$ cat src/rtl/led_beacon_tx.sv
// led_beacon_tx: burst-modulated LED carrier beacon with selectable per-color frequency
module led_beacon_tx #(
   parameter int HALF_RED     = 50000,
   parameter int HALF_BLUE    = 25000,
   parameter int HALF_GREEN   = 16667,
   parameter int HALF_YELLOW  = 12500,
   parameter int MARK_PERIODS = 100,
   parameter int SPACE_CLKS   = 10000000
) (
   input  logic       CLK100MHZ,
   input  logic       reset,
   input  logic       enable,
   input  logic [2:0] color_sel,
   input  logic       color_load,
   output logic       led_out,
   output logic       bursting,
   output logic       burst_done,
   output logic [2:0] active_color
);
   localparam bit PARAM_OK =
      HALF_RED >= 1 && HALF_RED <= 131072 && HALF_BLUE >= 1 && HALF_BLUE <= 131072 &&
      HALF_GREEN >= 1 && HALF_GREEN <= 131072 && HALF_YELLOW >= 1 && HALF_YELLOW <= 131072 &&
      MARK_PERIODS >= 1 && 2 * MARK_PERIODS <= 65535 && SPACE_CLKS >= 1 && SPACE_CLKS <= 16777216;
   if (!PARAM_OK) begin : g_bad_params
      $error("led_beacon_tx: parameter out of counter range");
   end
   localparam logic [16:0] H_RED    = 17'(HALF_RED - 1);
   localparam logic [16:0] H_BLUE   = 17'(HALF_BLUE - 1);
   localparam logic [16:0] H_GREEN  = 17'(HALF_GREEN - 1);
   localparam logic [16:0] H_YELLOW = 17'(HALF_YELLOW - 1);
   localparam logic [15:0] T_LAST   = 16'(2 * MARK_PERIODS - 1);
   localparam logic [23:0] S_LAST   = 24'(SPACE_CLKS - 1);
   typedef enum logic [1:0] {IDLE, MARK, SPACE} state_t;
   state_t      state, state_n;
   logic [2:0]  pending, pending_n, color_n;
   logic [16:0] hc, hc_n, half_lim;
   logic [15:0] tc, tc_n;
   logic [23:0] sc, sc_n;
   logic        led_n, done_n, start;
   // a strobe in the same cycle as a burst start must win, so look through the register
   assign pending_n = color_load ? color_sel : pending;
   assign start     = enable && !pending_n[2];
   // carrier half-period follows the color latched at burst entry, never the pending one
   always_comb
      half_lim = active_color[1:0] == 2'd0 ? H_RED :
                 active_color[1:0] == 2'd1 ? H_BLUE :
                 active_color[1:0] == 2'd2 ? H_GREEN : H_YELLOW;
   // next state and next register values; counters default to zero so every entry clears them
   always_comb begin
      state_n = state;
      hc_n    = '0;
      tc_n    = '0;
      sc_n    = '0;
      led_n   = 1'b0;
      done_n  = 1'b0;
      color_n = active_color;
      if (state == IDLE) begin
         if (start) begin
            state_n = MARK;
            led_n   = 1'b1;
            color_n = pending_n;
         end
      end else if (state == MARK) begin
         hc_n  = hc + 17'd1;
         tc_n  = tc;
         led_n = led_out;
         if (hc == half_lim) begin
            hc_n  = '0;
            tc_n  = tc + 16'd1;
            led_n = !led_out;
            if (tc == T_LAST) begin
               state_n = SPACE;
               tc_n    = '0;
               led_n   = 1'b0;
               done_n  = 1'b1;
            end
         end
      end else begin
         sc_n = sc + 24'd1;
         if (sc == S_LAST) begin
            sc_n    = '0;
            state_n = start ? MARK : IDLE;
            led_n   = start;
            color_n = start ? pending_n : active_color;
         end
      end
   end
   // state and output registers; reset clears the LED on the same edge
   always_ff @(posedge CLK100MHZ) begin
      if (!reset) begin
         state        <= IDLE;
         pending      <= 3'b100;
         active_color <= 3'b100;
         led_out      <= 1'b0;
         bursting     <= 1'b0;
         burst_done   <= 1'b0;
         hc           <= '0;
         tc           <= '0;
         sc           <= '0;
      end else begin
         state        <= state_n;
         pending      <= pending_n;
         active_color <= color_n;
         led_out      <= led_n;
         bursting     <= state_n == MARK;
         burst_done   <= done_n;
         hc           <= hc_n;
         tc           <= tc_n;
         sc           <= sc_n;
      end
   end
endmodule

$ cat config.mk
export PLATFORM = sky130hd
export DESIGN_NAME = led_beacon_tx
export DESIGN_NICKNAME = d
export VERILOG_FILES = /design/src/rtl/led_beacon_tx.sv
export SDC_FILE = /design/constraint.sdc
export NUM_CORES = 1
export LEC_CHECK = 0
export ABC_AREA = 1
export CAP_MARGIN = 20
export CORE_UTILIZATION = 61
export CTS_CLUSTER_DIAMETER = 60
export DETAILED_ROUTE_END_ITERATION = 8
export GPL_ROUTABILITY_DRIVEN = 0
export PLACE_DENSITY = 0.76
export SYNTH_ARGS = -nofsm -noshare
export SYNTH_HDL_FRONTEND = slang
export SYNTH_SLANG_ARGS = --single-unit
$ cat constraint.sdc
create_clock -name CLK100MHZ -period 2.3 [get_ports CLK100MHZ]
set_input_delay 0.46 -clock CLK100MHZ [delete_from_list [all_inputs] [get_ports CLK100MHZ]]
set_output_delay 0.46 -clock CLK100MHZ [all_outputs]
set_load 0.02 [all_outputs]
### After elaboration in Yosys (flattened, before gate mapping)

Cells that the tools add are included.

| operators by class | value |
|---|---|
| equality and inequality tests | 9 |
| add/subtract/negate cells | 3 |
| mux-type cells | 23 |
| reduce and logical (&&, ||, !) cells | 11 |
| bitwise gates (word level) | 3 |

Operator list:

| cell | count |
|---|---|
| $mux W16 | 2 |
| $mux W15 | 2 |
| $add A24 B1 Y24 const B | 1 |
| $eq A24 B24 Y1 const B | 1 |
| $add A17 B1 Y17 const B | 1 |
| $eq A17 B16 Y1 | 1 |
| $add A16 B1 Y16 const B | 1 |
| $eq A16 B8 Y1 const B | 1 |
| $mux W3 | 5 |
| $mux W2 | 6 |
| $reduce_or A4 Y1 | 3 |
| $mux W1 | 8 |
| $eq A2 B1 Y1 const B | 3 |
| $logic_not A2 Y1 | 2 |
| $ne A3 B2 Y1 const B | 1 |
| $not A1 Y1 | 3 |
| $reduce_or A3 Y1 | 1 |
| $eq A2 B2 Y1 const B | 1 |
| $logic_not A1 Y1 | 2 |
| $ne A2 B2 Y1 const B | 1 |
| $reduce_and A2 Y1 | 1 |
| $reduce_bool A2 Y1 | 1 |
| $logic_and A1 B1 Y1 | 1 |

| word-level totals | value |
|---|---|
| word-level logic and storage cells | 58 |
| bits of input ports | 7 |
| output and inout bits | 6 |
| register bits | 68 |

### Logic depth before layout (Yosys ltp)

| depth | value |
|---|---|
| word-level depth | 9 |
| gate-level depth with buffers | 16 |
| gate-level depth less buffers | 15 |

### Least setup slack after synthesis

Ideal clock, no wire load.

| timing | value |
|---|---|
| kind | register to register |
| start point | register active_color[0] |
| end point | register tc[7] |
| period minus slack after synthesis | 2.016 ns |
| path buffers | 1 |
| arrival | 1.893 ns |
| stages on the path, launching flop included | 14 |
| library setup time | 0.124 ns |
| data required time | 2.176 ns |
| setup slack | 0.284 ns |
| path through | dfxtp_1 > inv_2 > ha_1 > buf_4 > nor2_4 > nand2_1 > o21ai_1 > nand2_1 > nor2_4 > nand3_2 > nand2_2 > inv_2 > o31ai_1 > a21oi_1 |

| between the ends | value |
|---|---|
| longest elaborated chain between the ends | 5 |
| elaborated cells on any way between the ends | 7 |
| those cells by class | 3 x eq/ne; 3 x mux; 1 x reduce/logical |

Ends and longest elaborated chain:

| item | line | RTL |
|---|---|---|
| from (decl) | 18 | `output logic [2:0] active_color` |
| from (signal assigned) | 103 | `active_color <= color_n;` |
| $eq A2 B2 Y1 | 47 | `active_color[1:0] == 2'd2 ? H_GREEN : H_YELLOW;` |
| $mux W15 | 47 |  |
| $mux W15 | 46 | `active_color[1:0] == 2'd1 ? H_BLUE :` |
| $mux W16 (*) | 45 | `half_lim = active_color[1:0] == 2'd0 ? H_RED :` |
| $eq A17 B16 Y1 (*) | 67 | `if (hc == half_lim) begin` |
| to (signal assigned) | 108 | `tc <= tc_n;` |
| to (decl) | 37 | `logic [15:0] tc, tc_n;` |

Mark *: on every way between the ends. The rest lies on a longest branch, timed or not.
A chain may end at the register's enable or synchronous reset.

### Worst setup path after layout

| timing | value |
|---|---|
| start point | register active_color[1] |
| end point | register tc[0] |

The elaborated chain is that of the path after synthesis.

==> qor.tcl <==
set qor(clk_path_buf_depth) 2
set qor(gr-usage-met1_pct) 30.7
set qor(power_density_cells_nw_per_um2) 579
set qor(critical_path_class) {register to register}
set qor(p_leak_nw) 1.64
set qor(grt_start_max_net_pins) 18
set qor(hpwl_um) 6340
set qor(relSlewSlack_pct) 69.9
set qor(period_share_pct) 86.0
set qor(highest_cell_delay_on_the_worst_timing_path_ns) 0.35
set qor(ys_dominant_reg_cell) {sky130_fd_sc_hd__dfxtp_1}
set qor(mappedNetlistArea_sq_um) 3930
set qor(async_set_or_reset_flop_fraction_in_the_synthesized_netlist_pct) 0
set qor(cts.sink_count) 68
set qor(rsz0062_at_grt) {false}
set qor(power.total_w) 0.00252
set qor(clk_root_buffer_cell) {sky130_fd_sc_hd__clkbuf_8}
set qor(crit_path_start_kind) {register}
set qor(critical_path_required_ns) 2.55
set qor(initial_core_util_pct) 64.8
set qor(fin_nets) 614
set qor(synthesis.yosys.warnings) 0
set qor(fin_area_sq_um) 4360
set qor(initial_antenna_violation_count) 0
set qor(report.final.setup_viol) 0
set qor(crit_chain) {inv_1, ha_1, clkinv_1, nand2_1, nand2_2, nor3_1, nand3_1, nand3b_1, a21oi_1, nor2_1}
set qor(hold_viol_final) 0
set qor(antenna_cells_inserted) 0
set qor(number_of_cell_instances_on_the_worst_register_to_register_path) 10
set qor(die-area_sq_um) 6770
set qor(pin_slew_with_the_least_headroom_to_its_limit_ns) 0.450
set qor(post_drt_wl_per_cell_um) 12.5
set qor(pre_cts_ws_ns) 0.312
set qor(placeableCoreArea_sq_um) 6060
set qor(seq_area_frac_synth_pct) 34.6
set qor(dpl_cell_area_sq_um) 4120
set qor(cp_depth) 10
set qor(timing.critical_path.arrival_ns) 2.22
set qor(groute.layer.met2.usage_pct) 51.3
set qor(holdCritPathClass) {register to register}
set qor(critical_path.max_fanout) 7
set qor(clk_pin_slew_ns) 0.07
set qor(areaGrowthSynthToFinish_pct) 10.9
set qor(synth_enable_flop_cells) 0
set qor(critical_path.n_buffers_inverters) 2
set qor(post-cts-setup-buffer-count) 0
set qor(placement_rows) 28
set qor(fp.dieW_um) 82.3
set qor(synthesis.nets) 594
set qor(ir_drop_uv) 420
set qor(grt_pass1_wl_um) 14100
set qor(post-route-worst-setup-slack_ns) 0.323
set qor(max_cap_viol_count) 0
set qor(via_count_of_the_first_global_routing_pass) 3384
set qor(drtPass1Iterations) 4
set qor(clock_buffers_created_by_tritoncts) 9
set qor(syn-mean-instance-area_sq_um) 6.77
set qor(globalRouteTotalUtil_pct) 27.6
set qor(path_delay_family) {simple AND/OR/NAND/NOR gates}
set qor(syn-instance-count) 580
set qor(io_buffer_count) 12
set qor(use_met3_pct) 4.07
set qor(finalClockSkew_ns) 0.00472
set qor(final_layout_size_suffix_gt1_share_pct) 12.7
set qor(final.setup.tns_ns) 0
set qor(maxClockFrequency_mhz) 506
set qor(whs_ns) 0.451
set qor(synthDistinctLibCells) 44
set qor(cts_htree_levels) 3
set qor(io_pins) 13
set qor(min_period_ns) 1.98
set qor(synth-seq-cells) 68
set qor(critical-path-slowest-cell) {sky130_fd_sc_hd__ha_1}
set qor(drt_drc_violations_left) 0
set qor(wirelength_um) 8470
set qor(ant_nets) 0
set qor(post_cts_hold_fix_bufs) 0
set qor(worst_setup_path_end_kind) {register}
set qor(gr-total-overflow) 0
set qor(top_usage_layer) {met2}
set qor(postCtsResizedCells) 0
set qor(holdPathStages) 2
set qor(worstSkewPairLatency_ns) 0.35
set qor(drt_iter0_markers) 229
set qor(report.final.slew_viol_count) 0
set qor(outcome) {finished, final reports clean}
set qor(tritoncts) {built}
set qor(die-height_um) 82.3
set qor(detail_route.vias_per_cell) 5.31
set qor(routed-via-count) 3608
[through the flow]
step | std cells | utilization [%]
2_1_floorplan | 580 | -
6_report | 680 | 71.9
3_5_place_dp | 664 | 68.0
4_1_cts | 680 | 71.9
3_3_place_gp | 664 | 68.0
5_1_grt | 680 | 71.9
[registers in the layout (all words and copies together), names as in the netlist]
signal	count
hc	17
active_color	3
sc	24
burst_done	1
bursting	1
led_out	1
state	2
pending	3
tc	16
[cell type report]
cell class,instances,area [sq um]
clock buffer,11,151
clock inverter,5,83.8
fill,526,1700
inverter,84,317
multi-input combinational,422,2210
sequential,68,1360
tap,75,93.8
timing repair buffer,15,143
[worst paths after layout]
| kind | startpoint | end | slack [ns] |
|---|---|---|---|
| hold / removal | active_color[2]$_SDFFE_PN1P_ | active_color[2]$_SDFFE_PN1P_ | 0.45 |
| hold reg to reg | active_color[2]$_SDFFE_PN1P_ | active_color[2]$_SDFFE_PN1P_ | 0.45 |
| setup reg to reg | active_color[1]$_SDFFE_PN0P_ | tc[0]$_SDFFE_PP0N_ | 0.32 |
| setup / recovery | active_color[1]$_SDFFE_PN0P_ | tc[0]$_SDFFE_PP0N_ | 0.32 |
[worst reg2reg max path, stage by stage, from the launching register on]
cell,delay (ns)
sky130_fd_sc_hd__dfxtp_1,0.34
sky130_fd_sc_hd__inv_1,0.11
sky130_fd_sc_hd__ha_1,0.35
sky130_fd_sc_hd__clkinv_1,0.11
sky130_fd_sc_hd__nand2_1,0.08
sky130_fd_sc_hd__nand2_2,0.08
sky130_fd_sc_hd__nor3_1,0.18
sky130_fd_sc_hd__nand3_1,0.12
sky130_fd_sc_hd__nand3b_1,0.28
sky130_fd_sc_hd__a21oi_1,0.18
sky130_fd_sc_hd__nor2_1,0.05
[report_power, final]
part           leakage (nW)  internal [W]  switching, W
Sequential            0.549       0.00119    0.00000800
Combinational         0.978     0.0000654      0.000109
Clock                 0.112      0.000671      0.000481
Total                  1.64       0.00193      0.000598
[logic make-up after synthesis]
logic type	share of synthesized area [%]
buffers and inverters	9.17
and+or+nand+nor	41.2
muxes	0.510
xor gates and xnor gates	3.34
AOI/OAI and AO/OA	8.89
DFF	34.6
adders and majority gates	2.23
[layout by cell type, fill, tap and decap left out, types with 2 or more instances in the layout]
master and count:
sky130_fd_sc_hd__o21ai_0 13, sky130_fd_sc_hd__nand4_1 13, sky130_fd_sc_hd__nor4_1 2, sky130_fd_sc_hd__nand3_2 4
sky130_fd_sc_hd__nor3_1 21, sky130_fd_sc_hd__clkbuf_8 11, sky130_fd_sc_hd__nand2_1 139, sky130_fd_sc_hd__clkinvlp_4 2
sky130_fd_sc_hd__mux2i_1 2, sky130_fd_sc_hd__nor3_2 5, sky130_fd_sc_hd__or2_2 3, sky130_fd_sc_hd__nor3b_1 2
sky130_fd_sc_hd__nor3_4 2, sky130_fd_sc_hd__xnor2_1 3, sky130_fd_sc_hd__clkinv_1 2, sky130_fd_sc_hd__inv_1 70
sky130_fd_sc_hd__nand2_2 7, sky130_fd_sc_hd__nor2_4 6, sky130_fd_sc_hd__a31oi_1 2, sky130_fd_sc_hd__ha_1 7
sky130_fd_sc_hd__nand4_2 2, sky130_fd_sc_hd__inv_2 11, sky130_fd_sc_hd__o21ai_1 5, sky130_fd_sc_hd__bufinv_16 2
sky130_fd_sc_hd__dfxtp_1 68, sky130_fd_sc_hd__xor2_1 12, sky130_fd_sc_hd__clkdlybuf4s50_1 12, sky130_fd_sc_hd__nor2_1 77
sky130_fd_sc_hd__and3_1 3, sky130_fd_sc_hd__nand3b_1 4, sky130_fd_sc_hd__a21oi_1 34, sky130_fd_sc_hd__buf_4 3
sky130_fd_sc_hd__nor2_2 11, sky130_fd_sc_hd__nand3_1 29, sky130_fd_sc_hd__o31ai_1 4
[layer usage]
metal  part of all wire [%]  wire length [um]
met2                     49              4180
met1                     45              3840
met3                    2.7               230
met5                      0                 0
met4                    2.7               226
[synthesized netlist by cell type (3+ instances only)]
cell type	number	area, sq um
sky130_fd_sc_hd__a21oi_1	34	170
sky130_fd_sc_hd__and3_1	3	18.8
sky130_fd_sc_hd__buf_4	3	22.5
sky130_fd_sc_hd__dfxtp_1	68	1360
sky130_fd_sc_hd__ha_1	7	87.6
sky130_fd_sc_hd__inv_1	70	263
sky130_fd_sc_hd__inv_2	11	41.3
sky130_fd_sc_hd__nand2_1	139	522
sky130_fd_sc_hd__nand2_2	7	43.8
sky130_fd_sc_hd__nand3_1	29	145
sky130_fd_sc_hd__nand3_2	4	40.0
sky130_fd_sc_hd__nand3b_1	4	30.0
sky130_fd_sc_hd__nand4_1	13	81.3
sky130_fd_sc_hd__nor2_1	77	289
sky130_fd_sc_hd__nor2_2	11	68.8
sky130_fd_sc_hd__nor2_4	6	67.6
sky130_fd_sc_hd__nor3_1	21	105
sky130_fd_sc_hd__nor3_2	5	50.1
sky130_fd_sc_hd__o21ai_0	13	65.1
sky130_fd_sc_hd__o21ai_1	5	25.0
sky130_fd_sc_hd__o31ai_1	4	30.0
sky130_fd_sc_hd__or2_2	3	18.8
sky130_fd_sc_hd__xnor2_1	3	26.3
sky130_fd_sc_hd__xor2_1	12	105
Note: power is estimated with default switching activity, not from simulation.
